<file path="src/rtl/ctrl_pkg.sv">
// Shared encodings for the multi-cycle MiniRiscV controller: opcodes, FSM states,
// datapath select codes and the decoded instruction-class record.
package ctrl_pkg;

    localparam logic [6:0] OPC_R      = 7'b0110011;
    localparam logic [6:0] OPC_I      = 7'b0010011;
    localparam logic [6:0] OPC_LOAD   = 7'b0000011;
    localparam logic [6:0] OPC_STORE  = 7'b0100011;
    localparam logic [6:0] OPC_BRANCH = 7'b1100011;
    localparam logic [6:0] OPC_JAL    = 7'b1101111;
    localparam logic [6:0] OPC_JALR   = 7'b1100111;
    localparam logic [6:0] OPC_LUI    = 7'b0110111;
    localparam logic [6:0] OPC_AUIPC  = 7'b0010111;

    localparam logic [1:0] ALU_OP_ADD    = 2'b00;
    localparam logic [1:0] ALU_OP_BRANCH = 2'b01;
    localparam logic [1:0] ALU_OP_RTYPE  = 2'b10;
    localparam logic [1:0] ALU_OP_ITYPE  = 2'b11;

    localparam logic [1:0] WB_SEL_ALU  = 2'b00;
    localparam logic [1:0] WB_SEL_MEM  = 2'b01;
    localparam logic [1:0] WB_SEL_LINK = 2'b10;
    localparam logic [1:0] WB_SEL_IMM  = 2'b11;

    localparam logic [1:0] PC_SRC_PLUS4  = 2'b00;
    localparam logic [1:0] PC_SRC_BRANCH = 2'b01;
    localparam logic [1:0] PC_SRC_ALU    = 2'b10;

    typedef enum logic [3:0] {
        S_FETCH, S_DECODE, S_EXEC_R, S_EXEC_I, S_AUIPC, S_ALU_WB,
        S_MEM_ADDR, S_MEM_RD, S_MEM_WB, S_MEM_WR,
        S_BRANCH, S_JAL, S_JALR, S_LUI, S_TRAP
    } state_t;

    // One-hot instruction class; all-zero means the opcode is not accepted.
    typedef struct packed {
        logic r_type;
        logic i_type;
        logic load;
        logic store;
        logic branch;
        logic jal;
        logic jalr;
        logic lui;
        logic auipc;
    } inst_class_t;

    typedef struct packed {
        logic       mem_req;
        logic       mem_we;
        logic       addr_sel;
        logic       ir_write;
        logic       pc_write;
        logic [1:0] pc_src;
        logic       alu_src_a;
        logic       alu_src_b;
        logic [1:0] alu_op;
        logic       reg_write;
        logic [1:0] wb_sel;
        logic       trap;
        logic       bus_err;
    } ctrl_out_t;

endpackage

</file>
<file path="src/rtl/opcode_classifier.sv">
// Combinational opcode decode into a one-hot instruction class; optional
// instruction groups can be compiled out and then decode as illegal.
module opcode_classifier
    import ctrl_pkg::*;
#(
    parameter int ENABLE_JUMP  = 1,
    parameter int ENABLE_UPPER = 1
) (
    input  logic [6:0]  opcode,
    output inst_class_t cls,
    output logic        illegal
);

    always_comb begin
        cls = '0;
        case (opcode)
            OPC_R:      cls.r_type = 1'b1;
            OPC_I:      cls.i_type = 1'b1;
            OPC_LOAD:   cls.load   = 1'b1;
            OPC_STORE:  cls.store  = 1'b1;
            OPC_BRANCH: cls.branch = 1'b1;
            OPC_JAL:    cls.jal    = (ENABLE_JUMP != 0);
            OPC_JALR:   cls.jalr   = (ENABLE_JUMP != 0);
            OPC_LUI:    cls.lui    = (ENABLE_UPPER != 0);
            OPC_AUIPC:  cls.auipc  = (ENABLE_UPPER != 0);
            default:    cls = '0;
        endcase
        illegal = (cls == '0);
    end

endmodule

</file>
<file path="src/rtl/multicycle_controller.sv">
// Multi-cycle MiniRiscV control FSM: fetch/decode/execute/memory/writeback over a
// shared ALU and memory port, with a memory-wait timeout and a sticky trap.
module multicycle_controller
    import ctrl_pkg::*;
#(
    parameter int MEM_TIMEOUT  = 16,
    parameter int ENABLE_JUMP  = 1,
    parameter int ENABLE_UPPER = 1
) (
    input  logic        clk,
    input  logic        rst,
    input  logic [31:0] inst,
    input  logic        mem_ready,
    input  logic        br_cond,
    output logic        mem_req,
    output logic        mem_we,
    output logic        addr_sel,
    output logic        ir_write,
    output logic        pc_write,
    output logic [1:0]  pc_src,
    output logic        alu_src_a,
    output logic        alu_src_b,
    output logic [1:0]  alu_op,
    output logic        reg_write,
    output logic [1:0]  wb_sel,
    output logic        trap,
    output logic        bus_err
);

    localparam bit TIMEOUT_EN = (MEM_TIMEOUT > 0);
    localparam int CNT_W      = (MEM_TIMEOUT < 2) ? 1 : $clog2(MEM_TIMEOUT);
    // The trap fires in the stall cycle that would make the count equal MEM_TIMEOUT.
    localparam logic [CNT_W-1:0] WAIT_LIMIT = CNT_W'((MEM_TIMEOUT > 0) ? MEM_TIMEOUT - 1 : 0);

    state_t           state, next_state;
    logic [CNT_W-1:0] wait_cnt;
    logic             bus_err_q;
    logic [1:0]       alu_op_q;
    logic             alu_src_a_q, alu_src_b_q;
    inst_class_t      cls;
    logic             illegal;
    logic             mem_wait, timeout;
    ctrl_out_t        ctrl;
    logic             inst_unused;

    assign inst_unused = ^inst[31:7];

    opcode_classifier #(
        .ENABLE_JUMP (ENABLE_JUMP),
        .ENABLE_UPPER(ENABLE_UPPER)
    ) u_classifier (
        .opcode (inst[6:0]),
        .cls    (cls),
        .illegal(illegal)
    );

    assign mem_wait = ((state == S_FETCH) || (state == S_MEM_RD) || (state == S_MEM_WR))
                      && !mem_ready;
    assign timeout  = TIMEOUT_EN && mem_wait && (wait_cnt == WAIT_LIMIT);

    always_ff @(posedge clk) begin
        if (rst) begin
            state     <= S_FETCH;
            wait_cnt  <= '0;
            bus_err_q <= 1'b0;
        end else begin
            state <= next_state;
            if (next_state != state) begin
                wait_cnt <= '0;
            end else if (TIMEOUT_EN && mem_wait) begin
                wait_cnt <= wait_cnt + 1'b1;
            end
            if (timeout) begin
                bus_err_q <= 1'b1;
            end
        end
    end

    // ALU_WB replays the operand selects of the execute state that preceded it.
    always_ff @(posedge clk) begin
        alu_op_q    <= ctrl.alu_op;
        alu_src_a_q <= ctrl.alu_src_a;
        alu_src_b_q <= ctrl.alu_src_b;
    end

    always_comb begin
        next_state = state;
        ctrl       = '0;
        case (state)
            S_FETCH: begin
                ctrl.mem_req = 1'b1;
                if (mem_ready) begin
                    ctrl.ir_write = 1'b1;
                    ctrl.pc_write = 1'b1;
                    ctrl.pc_src   = PC_SRC_PLUS4;
                    next_state    = S_DECODE;
                end
            end
            S_DECODE: begin
                if (illegal)                      next_state = S_TRAP;
                else if (cls.r_type)              next_state = S_EXEC_R;
                else if (cls.i_type)              next_state = S_EXEC_I;
                else if (cls.load || cls.store)   next_state = S_MEM_ADDR;
                else if (cls.branch)              next_state = S_BRANCH;
                else if (cls.jal)                 next_state = S_JAL;
                else if (cls.jalr)                next_state = S_JALR;
                else if (cls.lui)                 next_state = S_LUI;
                else                              next_state = S_AUIPC;
            end
            S_EXEC_R: begin
                ctrl.alu_op = ALU_OP_RTYPE;
                next_state  = S_ALU_WB;
            end
            S_EXEC_I: begin
                ctrl.alu_op    = ALU_OP_ITYPE;
                ctrl.alu_src_b = 1'b1;
                next_state     = S_ALU_WB;
            end
            S_AUIPC: begin
                ctrl.alu_op    = ALU_OP_ADD;
                ctrl.alu_src_a = 1'b1;
                ctrl.alu_src_b = 1'b1;
                next_state     = S_ALU_WB;
            end
            S_ALU_WB: begin
                ctrl.reg_write = 1'b1;
                ctrl.wb_sel    = WB_SEL_ALU;
                ctrl.alu_op    = alu_op_q;
                ctrl.alu_src_a = alu_src_a_q;
                ctrl.alu_src_b = alu_src_b_q;
                next_state     = S_FETCH;
            end
            S_MEM_ADDR: begin
                ctrl.alu_op    = ALU_OP_ADD;
                ctrl.alu_src_b = 1'b1;
                next_state     = cls.store ? S_MEM_WR : S_MEM_RD;
            end
            S_MEM_RD: begin
                ctrl.mem_req  = 1'b1;
                ctrl.addr_sel = 1'b1;
                if (mem_ready) next_state = S_MEM_WB;
            end
            S_MEM_WB: begin
                ctrl.reg_write = 1'b1;
                ctrl.wb_sel    = WB_SEL_MEM;
                next_state     = S_FETCH;
            end
            S_MEM_WR: begin
                ctrl.mem_req  = 1'b1;
                ctrl.mem_we   = 1'b1;
                ctrl.addr_sel = 1'b1;
                if (mem_ready) next_state = S_FETCH;
            end
            S_BRANCH: begin
                ctrl.alu_op = ALU_OP_BRANCH;
                if (br_cond) begin
                    ctrl.pc_write = 1'b1;
                    ctrl.pc_src   = PC_SRC_BRANCH;
                end
                next_state = S_FETCH;
            end
            S_JAL: begin
                ctrl.reg_write = 1'b1;
                ctrl.wb_sel    = WB_SEL_LINK;
                ctrl.pc_write  = 1'b1;
                ctrl.pc_src    = PC_SRC_BRANCH;
                next_state     = S_FETCH;
            end
            S_JALR: begin
                ctrl.alu_op    = ALU_OP_ADD;
                ctrl.alu_src_b = 1'b1;
                ctrl.reg_write = 1'b1;
                ctrl.wb_sel    = WB_SEL_LINK;
                ctrl.pc_write  = 1'b1;
                ctrl.pc_src    = PC_SRC_ALU;
                next_state     = S_FETCH;
            end
            S_LUI: begin
                ctrl.reg_write = 1'b1;
                ctrl.wb_sel    = WB_SEL_IMM;
                next_state     = S_FETCH;
            end
            S_TRAP: begin
                ctrl.trap = 1'b1;
            end
            default: next_state = S_TRAP;
        endcase
        ctrl.bus_err = bus_err_q;
        // A stalled wait cycle has no strobes, so only the transition changes here.
        if (timeout) next_state = S_TRAP;
        if (rst)     next_state = S_FETCH;
    end

    assign {mem_req, mem_we, addr_sel, ir_write, pc_write, pc_src, alu_src_a, alu_src_b,
            alu_op, reg_write, wb_sel, trap, bus_err} = rst ? ctrl_out_t'(0) : ctrl;

endmodule

</file>
<file path="config.mk">
export PLATFORM = sky130hd
export DESIGN_NAME = multicycle_controller
export DESIGN_NICKNAME = d
export VERILOG_FILES = /design/src/rtl/ctrl_pkg.sv /design/src/rtl/opcode_classifier.sv /design/src/rtl/multicycle_controller.sv
export SDC_FILE = /design/constraint.sdc
export NUM_CORES = 1
export LEC_CHECK = 0
export ABC_CLOCK_PERIOD_IN_PS = 4350
export CAP_MARGIN = 20
export CORE_MARGIN = 2
export CORE_UTILIZATION = 37
export CTS_BUF_LIST = sky130_fd_sc_hd__clkbuf_2 sky130_fd_sc_hd__clkbuf_4 sky130_fd_sc_hd__clkbuf_8
export DETAILED_ROUTE_END_ITERATION = 10
export PLACE_DENSITY = 0.74
export SYNTH_ARGS = -nofsm -noshare
export SYNTH_HDL_FRONTEND = slang
export SYNTH_SLANG_ARGS = --single-unit
</file>
<file path="constraint.sdc">
create_clock -name clk -period 4.35 [get_ports clk]
set_input_delay 1.305 -clock clk [delete_from_list [all_inputs] [get_ports clk]]
set_output_delay 1.305 -clock clk [all_outputs]
set_load 0.02 [all_outputs]
</file>
### Yosys cells after proc, flatten, opt, wreduce, memory -nomap -nowiden

Cells that the tools add are included.

* bits in registers: 13
* latch bits: 0
* memory bits (writable): 0
* bits in read-only memories: 0
* input port bits: 36
* logic and storage cells: 84
* memories kept: 0

* add/sub/neg operators: 1
* multipliers: 0
* divide/modulo/power cells: 0
* magnitude comparators: 0
* equality and inequality tests: 25
* shift-type cells: 0
* multiplexer cells: 37
* bitwise logic cells: 0
* reduce and logical (&&, ||, !) cells: 15

Operators by type and width (number)
* $mux W4: 15
* $eq A4 B4 Y1 const B: 8
* $pmux W4 S8: 1
* $pmux W3 S4: 2
* $eq A7 B6 Y1 const B: 3
* $eq A7 B7 Y1 const B: 3
* $eq A4 B3 Y1 const B: 4
* $mux W16: 1
* $eq A7 B5 Y1 const B: 2
* $mux W1: 14
* $logic_not A9 Y1: 1
* $eq A4 B2 Y1 const B: 2
* $pmux W2 S4: 1
* $eq A7 B2 Y1 const B: 1
* $reduce_or A2 Y1: 3
* $reduce_or A3 Y1: 2
* $reduce_or A6 Y1: 1
* $add A4 B1 Y4 const B: 1
* $eq A4 B1 Y1 const B: 1
* $logic_not A4 Y1: 1
* $ne A4 B4 Y1: 1
* $pmux W1 S2: 2
* $reduce_or A4 Y1: 1
* $logic_or A1 B1 Y1: 3
* 3 further kinds: 4

### Depth between registers and ports, before layout

Gate-level depths: netlist of run 1.

* depth in word-level cells: 15
* depth in mapped cells: 8
* gate-level depth less buffers: 7

### Hierarchy

From an unflattened synthesis of run 1, not the netlist that was laid out.

* cells, all modules: 166
* area, all modules: 1267.5 um2

By module, submodules not included
* multicycle_controller: times used 1, cells an instance 144, area each 1138.6 um2, sequential area each 260.2 um2
* opcode_classifier: times used 1, cells an instance 22, area each 128.9 um2, sequential area each 0.0 um2

### Worst setup path before layout of run 1

OpenSTA, ideal clock, no wires.

* path kind: input to output
* start point: in rst
* end point: out trap
* arrival: 2263 ps
* required time: 3045 ps
* path slack: 782 ps
* cell stages on the path: 2
* buffers on the path: 1
* cells stage by stage: clkbuf_1 nor4b_1

* longest elaborated chain between the ends: 1

Ends and longest elaborated chain
* start: declaration: RTL line multicycle_controller.sv:11 `input logic rst,`
* $mux W16: RTL line multicycle_controller.sv:195 `alu_op, reg_write, wb_sel, trap, bus_err} = rst ? ctrl_out_t'(0) : ctrl;`
* end: declaration: RTL line multicycle_controller.sv:26 `output logic trap,`

No other way between the ends.

### Worst setup path in the final report of run 1

Same ends and word-level chain as after synthesis.

==> results of run 1 <==
where the power goes:
group | internal, mW | switching, mW
Combinational | 0.172 | 0.197
Sequential | 0.143 | 0.0580
Clock | 0.0341 | 0.0438
Total | 0.349 | 0.299
layout make-up:
type,instances,area (um2)
clock buffer,3,22.52
clock inverter,1,5.005
sequential,13,260.3
tap,44,55.05
timing repair buffer,33,317.8
multi-input combinational,131,842.1
inverter,4,15.01
fill,318,1535
per-layer routing:
layer | wire, um | vias up
li1 | - | 645
met1 | 1435 | 632
met2 | 1623 | 37
met3 | 131 | 4
met4 | 23 | 0
met5 | 0 | -
placed cells by master (no fill, tap or decap), types with 3 or more instances in the layout:
master	Yosys	final
and4b_1	3	3
xnor2_1	5	5
nor3_1	4	4
inv_1	4	4
nand2b_1	8	8
a31oi_1	3	3
o21ai_0	3	3
clkbuf_4	0	3
o31ai_1	3	3
dfxtp_1	13	13
nor2b_1	8	8
nor2_1	23	23
clkdlybuf4s50_1	0	24
buf_4	0	7
nand2_1	11	11
nor4_1	10	10
a21oi_1	7	7
nand4b_1	3	3
metrics by stage:
stage | hold WS [ns] | util, %
detailed placement | 0.4635 | 48.65
CTS | 0.4867 | 49.55
floorplan | 0.4323 | -
global placement | 0.4490 | 48.65
global route | 0.5359 | 49.71
finish | 0.4754 | 49.71
critical path, cell delays in order:
cell and delay (ns):
clkdlybuf4s50_1 0.44, buf_4 0.19, nor4b_1 0.30, clkdlybuf4s50_1 0.66
registers in the layout, indices dropped and copies added, names as in the netlist:
name	flops
alu_src_b_q	1
alu_op_q	2
wait_cnt	4
state	4
bus_err_q	1
alu_src_a_q	1
kinds of logic after synthesis:
family	after synthesis	synth area share (%)
AO/OA/AOI/OAI	32	19.39
XOR/XNOR	7	5.163
adder cells (fa/ha/maj)	1	1.054
buffers and inverters	20	7.164
flip-flops	13	21.92
multiplexers	3	2.950
AND/OR/NAND/NOR	88	42.36
worst min path at each step:
stage                     slack [ns]                endpoint  cells past startpoint
after floorplan                 0.43  bus_err_q$_SDFFE_PP0P_                      2
after global placement          0.45  bus_err_q$_SDFFE_PP0P_                      2
after detailed placement        0.46  bus_err_q$_SDFFE_PP0P_                      2
after CTS                       0.49  bus_err_q$_SDFFE_PP0P_                      2
after global routing            0.54  bus_err_q$_SDFFE_PP0P_                      2
final                           0.48  bus_err_q$_SDFFE_PP0P_                      2
==> results.md, run 1 <==
* Placed Cells incl. Taps at 225
* Worst r2r path cells at 7
* Clock Pin Slew Worst Setup and Hold Paths at 0.09 ns
* Crit start category: input port
* Initial DRC count at 87
* CP startpoint: rst
* Via count at 1,318
* Final WL at 3213 um
* Wire length per cell at 14.03 um
* Place WS at 0.05746 ns
* Number of enable flip-flop cells after synthesis at 0
* Mapped cell area at 1187 um2
* Setup Buffers After CTS at 0
* Final #Nets at 223
* Die width at 60.65 um
* Grt ovf at 0
* Crit Path Max Fanout at 10
* Share of cells above drive strength 1 at 8.649%
* IO buf count at 26
* DIE AREA at 3678 um2
* Crit end category: primary output
* Count leader, synth: nor2_1
* CP Capture Point: trap
* N_diodes at 0
* Inserted Clock Buffers at 3
* RSZ-0062 raised after global routing: no
* Post-synth cell types at 49
* CP Data Required Time at 3.04 ns
* Largest net degree at the start of global routing at 29
* Core Area at 3053 um2
* Max-slew headroom at 45.41%
* GRT met3 Usage at 4.478%
* Post-place instance area at 1485 um2
* Worst reg2reg setup slack at 1.64 ns
* Top cells by area, synth: dfxtp_1, nor2_1, nor4_1
* Async S/R FF share, synth at 0%
* Via density per instance at 5.755
* Reg2Reg Capture Point: wait_cnt[2]$_SDFFE_PP0P_
* Post-synth top area share at 21.92%
* HPWL after DPL at 2390 um
* Synth Warn # at 0
* Placement row count at 20
* Drc violations at 0
* Synth Area per Inst at 7.240 um2
* Post-cts hold buffer count at 0
* Post-Layout Cell Count at 229
* Root buffer selected by CTS: clkbuf_4
* Predominant post-synthesis flop cell: dfxtp_1
* Antenna-violating nets left at 0
* Outcome: complete, no violations
* Worst-case vdd ir drop at 0.2533 mV
* Clock Tree Buf Depth at 2
* Final worst slack at 0.1512 ns
* Worst EP arrival at 2.89 ns
* R2r startpoint: state[0]$_SDFF_PP0_
* Synth Register Bits at 13
* PwrDens at 427.0 nW/um2
* Critical path class: in2out
* Gpl congestion at 0.8541
* Final setup vio count at 0
* Synthesized net count at 201
* # resized after CTS at 0
* First-pass GRT wire length at 5223 um
* Clk_skew at 0.001531 ns
* Starting Density at 38.89%
* F_max at 238.2 MHz
* Initial antenna violation count at 0
* Hold crit path type: reg2reg
* Top Usage Layer GRT: met2
* Most frequent cells after synthesis: nor2_1, dfxtp_1, clkbuf_1
* Max Slew Vio Count at 0
* Vias in the first global route at 1,161
* Yosys top cell by area: dfxtp_1
* Final min period at 4.199 ns
* Total GRT Usage at 18.76%
* Skew-Pair Late Insertion Delay at 0.28 ns
* Register area share after synthesis at 21.92%
* Sink Count at 13
* Hold Vio Cnt, Final at 0
* Met1 GRT Util at 23.61%
* Setup tns final at 0 ns
* Fin crit share at 96.52%
* GRT met2 Usage at 33.18%
* Slew of the pin with the lowest slew margin at 0.8177 ns
* # IOs at 52
* Finished layout cell area at 1518 um2
* Total power at 0.6481 mW
* Gate Count Post-Synth at 164
* CTS tree: built
* HP Start: bus_err_q$_SDFFE_PP0P_
* Syn-to-layout area delta at 27.82%
* Die Y at 60.65 um
* Static Leak at 0.5507 nW
* Max Cap Viol at 0
* H-tree Lvls at 1
* First-pass iteration count of the detailed router at 4
Note: power is estimated with default switching activity, not from simulation.
==> run 2: changes to the inputs <==
Settings changed: ABC_CLOCK_PERIOD_IN_PS 4350 to 4600, CTS_BUF_LIST sky130_fd_sc_hd__clkbuf_2 sky130_fd_sc_hd__clkbuf_4 sky130_fd_sc_hd__clkbuf_8 to sky130_fd_sc_hd__clkbuf_2, SLEW_MARGIN set to 20.
Clock period 4.35 ns to 4.6 ns, I/O delays scaled along.
==> results.md, run 2 (synthesized netlist as in run 1, its figures left out) <==
* IO buf count at 26
* Crit end category: primary output
* Share of cells above drive strength 1 at 8.152%
* Setup Buffers After CTS at 0
* Vias in the first global route at 1,140
* Final min period at 4.455 ns
* HPWL after DPL at 2222 um
* Total GRT Usage at 17.62%
* Die width at 60.65 um
* Grt ovf at 0
* Die Y at 60.65 um
* Syn-to-layout area delta at 26.13%
* Post-cts hold buffer count at 0
* Largest net degree at the start of global routing at 29
* Crit start category: input port
* Worst reg2reg setup slack at 1.86 ns
* Placement row count at 20
* Skew-Pair Late Insertion Delay at 0.29 ns
* Slew of the pin with the lowest slew margin at 0.8152 ns
* Static Leak at 0.5124 nW
* Filler cell count at 328
* Final setup vio count at 0
* H-tree Lvls at 1
* CTS tree: built
* Final WL at 3016 um
* CP Capture Point: pc_write
* Initial antenna violation count at 0
* Crit-path max cell delay at 0.60 ns
* # IOs at 52
* Starting Density at 38.89%
* CP startpoint: mem_ready
* Worst EP arrival at 3.08 ns
* Hold Vio Cnt, Final at 0
* Clock Tree Buf Depth at 2
* Max Slew Vio Count at 0
* Setup tns final at 0 ns
* First-pass iteration count of the detailed router at 4
* Max-slew headroom at 45.58%
* Finished layout cell area at 1498 um2
* Fin crit share at 96.85%
* Place WS at 0.1409 ns
* Sink Count at 13
* CP Cell Sequence: clkdlybuf4s50_1 -> inv_1 -> nor4_1 -> a31oi_1 -> o32a_1 -> nor2_1 -> clkdlybuf4s50_1
* Final worst slack at 0.1449 ns
* Critical path class: in2out
* Hold WS at 0.4778 ns
* Top flop regs: state x4, wait_cnt x4, alu_op_q x2
* Wire length per cell at 13.23 um
* Hold crit path type: reg2reg
* Clk_skew at 0.01250 ns
* Via density per instance at 5.513
* Gpl congestion at 0.8219
* Critical path depth in cells at 7
* Most frequent cells in the layout: clkdlybuf4s50_1, nor2_1, dfxtp_1, nand2_1, nor4_1
* Commonest non-fill, non-tap cell in the layout: clkdlybuf4s50_1
* Via count at 1,257
* Max Cap Viol at 0
* Inserted Clock Buffers at 3
* F_max at 224.5 MHz
* Root buffer selected by CTS: clkbuf_2
* PwrDens at 397.8 nW/um2
* Most frequent CP cell: clkdlybuf4s50_1
* Critical path's top delay family: buffers and inverters
* N_diodes at 0
* R2r startpoint: state[0]$_SDFF_PP0_
* Outcome: complete, no violations
* Initial DRC count at 49
* Crit Path Max Fanout at 2
* Reg2Reg Capture Point: wait_cnt[0]$_SDFFE_PP0P_
* First-pass GRT wire length at 4988 um
* Antenna-violating nets left at 0
* Drc violations at 0
* Clock Pin Slew Worst Setup and Hold Paths at 0.12 ns
* Core Area at 3053 um2
* Post-place instance area at 1478 um2
* Final #Nets at 222
* CP Data Required Time at 3.22 ns
* # resized after CTS at 0
* DIE AREA at 3678 um2
* Crit path buffers/inverters at 3
* Slowest cell on the critical path: clkdlybuf4s50_1
* Worst r2r path cells at 7
* Worst-case vdd ir drop at 0.2237 mV
* RSZ-0062 raised after global routing: no
[run 2: routing by layer]
layer / global-route usage (%) / wire length [um] / share of wire [%]
met1: 21.68 / 1300 / 43
met2: 32.41 / 1542 / 51
met3: 4.478 / 173 / 5.7
met4: 0.9317 / 0 / 0
met5: 0 / 0 / 0
[run 2: how the worst min path moves through the flow]
| stage | from | slack [ns] | endpoint | depth (start not counted) |
|---|---|---|---|---|
| 2_1_floorplan | bus_err_q$_SDFFE_PP0P_ | 0.43 | bus_err_q$_SDFFE_PP0P_ | 2 |
| 3_3_place_gp | bus_err_q$_SDFFE_PP0P_ | 0.45 | bus_err_q$_SDFFE_PP0P_ | 2 |
| 3_5_place_dp | bus_err_q$_SDFFE_PP0P_ | 0.46 | bus_err_q$_SDFFE_PP0P_ | 2 |
| 4_1_cts | bus_err_q$_SDFFE_PP0P_ | 0.49 | bus_err_q$_SDFFE_PP0P_ | 2 |
| 5_1_grt | bus_err_q$_SDFFE_PP0P_ | 0.53 | bus_err_q$_SDFFE_PP0P_ | 2 |
| 6_report | bus_err_q$_SDFFE_PP0P_ | 0.48 | bus_err_q$_SDFFE_PP0P_ | 2 |
[run 2: report_power, final]
part / total [mW] / switching [mW] / leakage (nW) / internal, mW
combinational: 0.347 / 0.183 / 0.390 / 0.163
sequential: 0.186 / 0.0504 / 0.106 / 0.135
clock: 0.0636 / 0.0406 / 0.0166 / 0.0230
[run 2: stage by stage]
| stage | power (mW) | cells | util (%) |
|---|---|---|---|
| finish | 0.5958 | 228 | 49.06 |
| global route | 0.6530 | 228 | 49.06 |
| CTS | 0.5985 | 228 | 49.06 |
| detailed placement | 0.5322 | 224 | 48.40 |
| global placement | 0.5206 | 224 | 48.40 |
| floorplan | 0.4448 | 164 | - |
[run 2: worst register-to-register path, delay by kind of cell (launching register included)]
kind / cells / cell delay, ns
AO/OA/AOI/OAI: 3 / 0.66
buffers and inverters: 1 / 0.29
flip-flops: 1 / 0.66
multiplexers: 1 / 0.33
AND/OR/NAND/NOR: 2 / 0.68
[run 2: final cells by class]
| type | count | area [um2] | share of cell area, % |
|---|---|---|---|
| well taps | 44 | 55.05 | 3.676 |
| repair buffers | 32 | 305.3 | 20.38 |
| clock buffers | 4 | 20.02 | 1.337 |
| flip-flops and latches | 13 | 260.3 | 17.38 |
| inverters | 4 | 15.01 | 1.003 |
| multi-input cells | 131 | 842.1 | 56.22 |
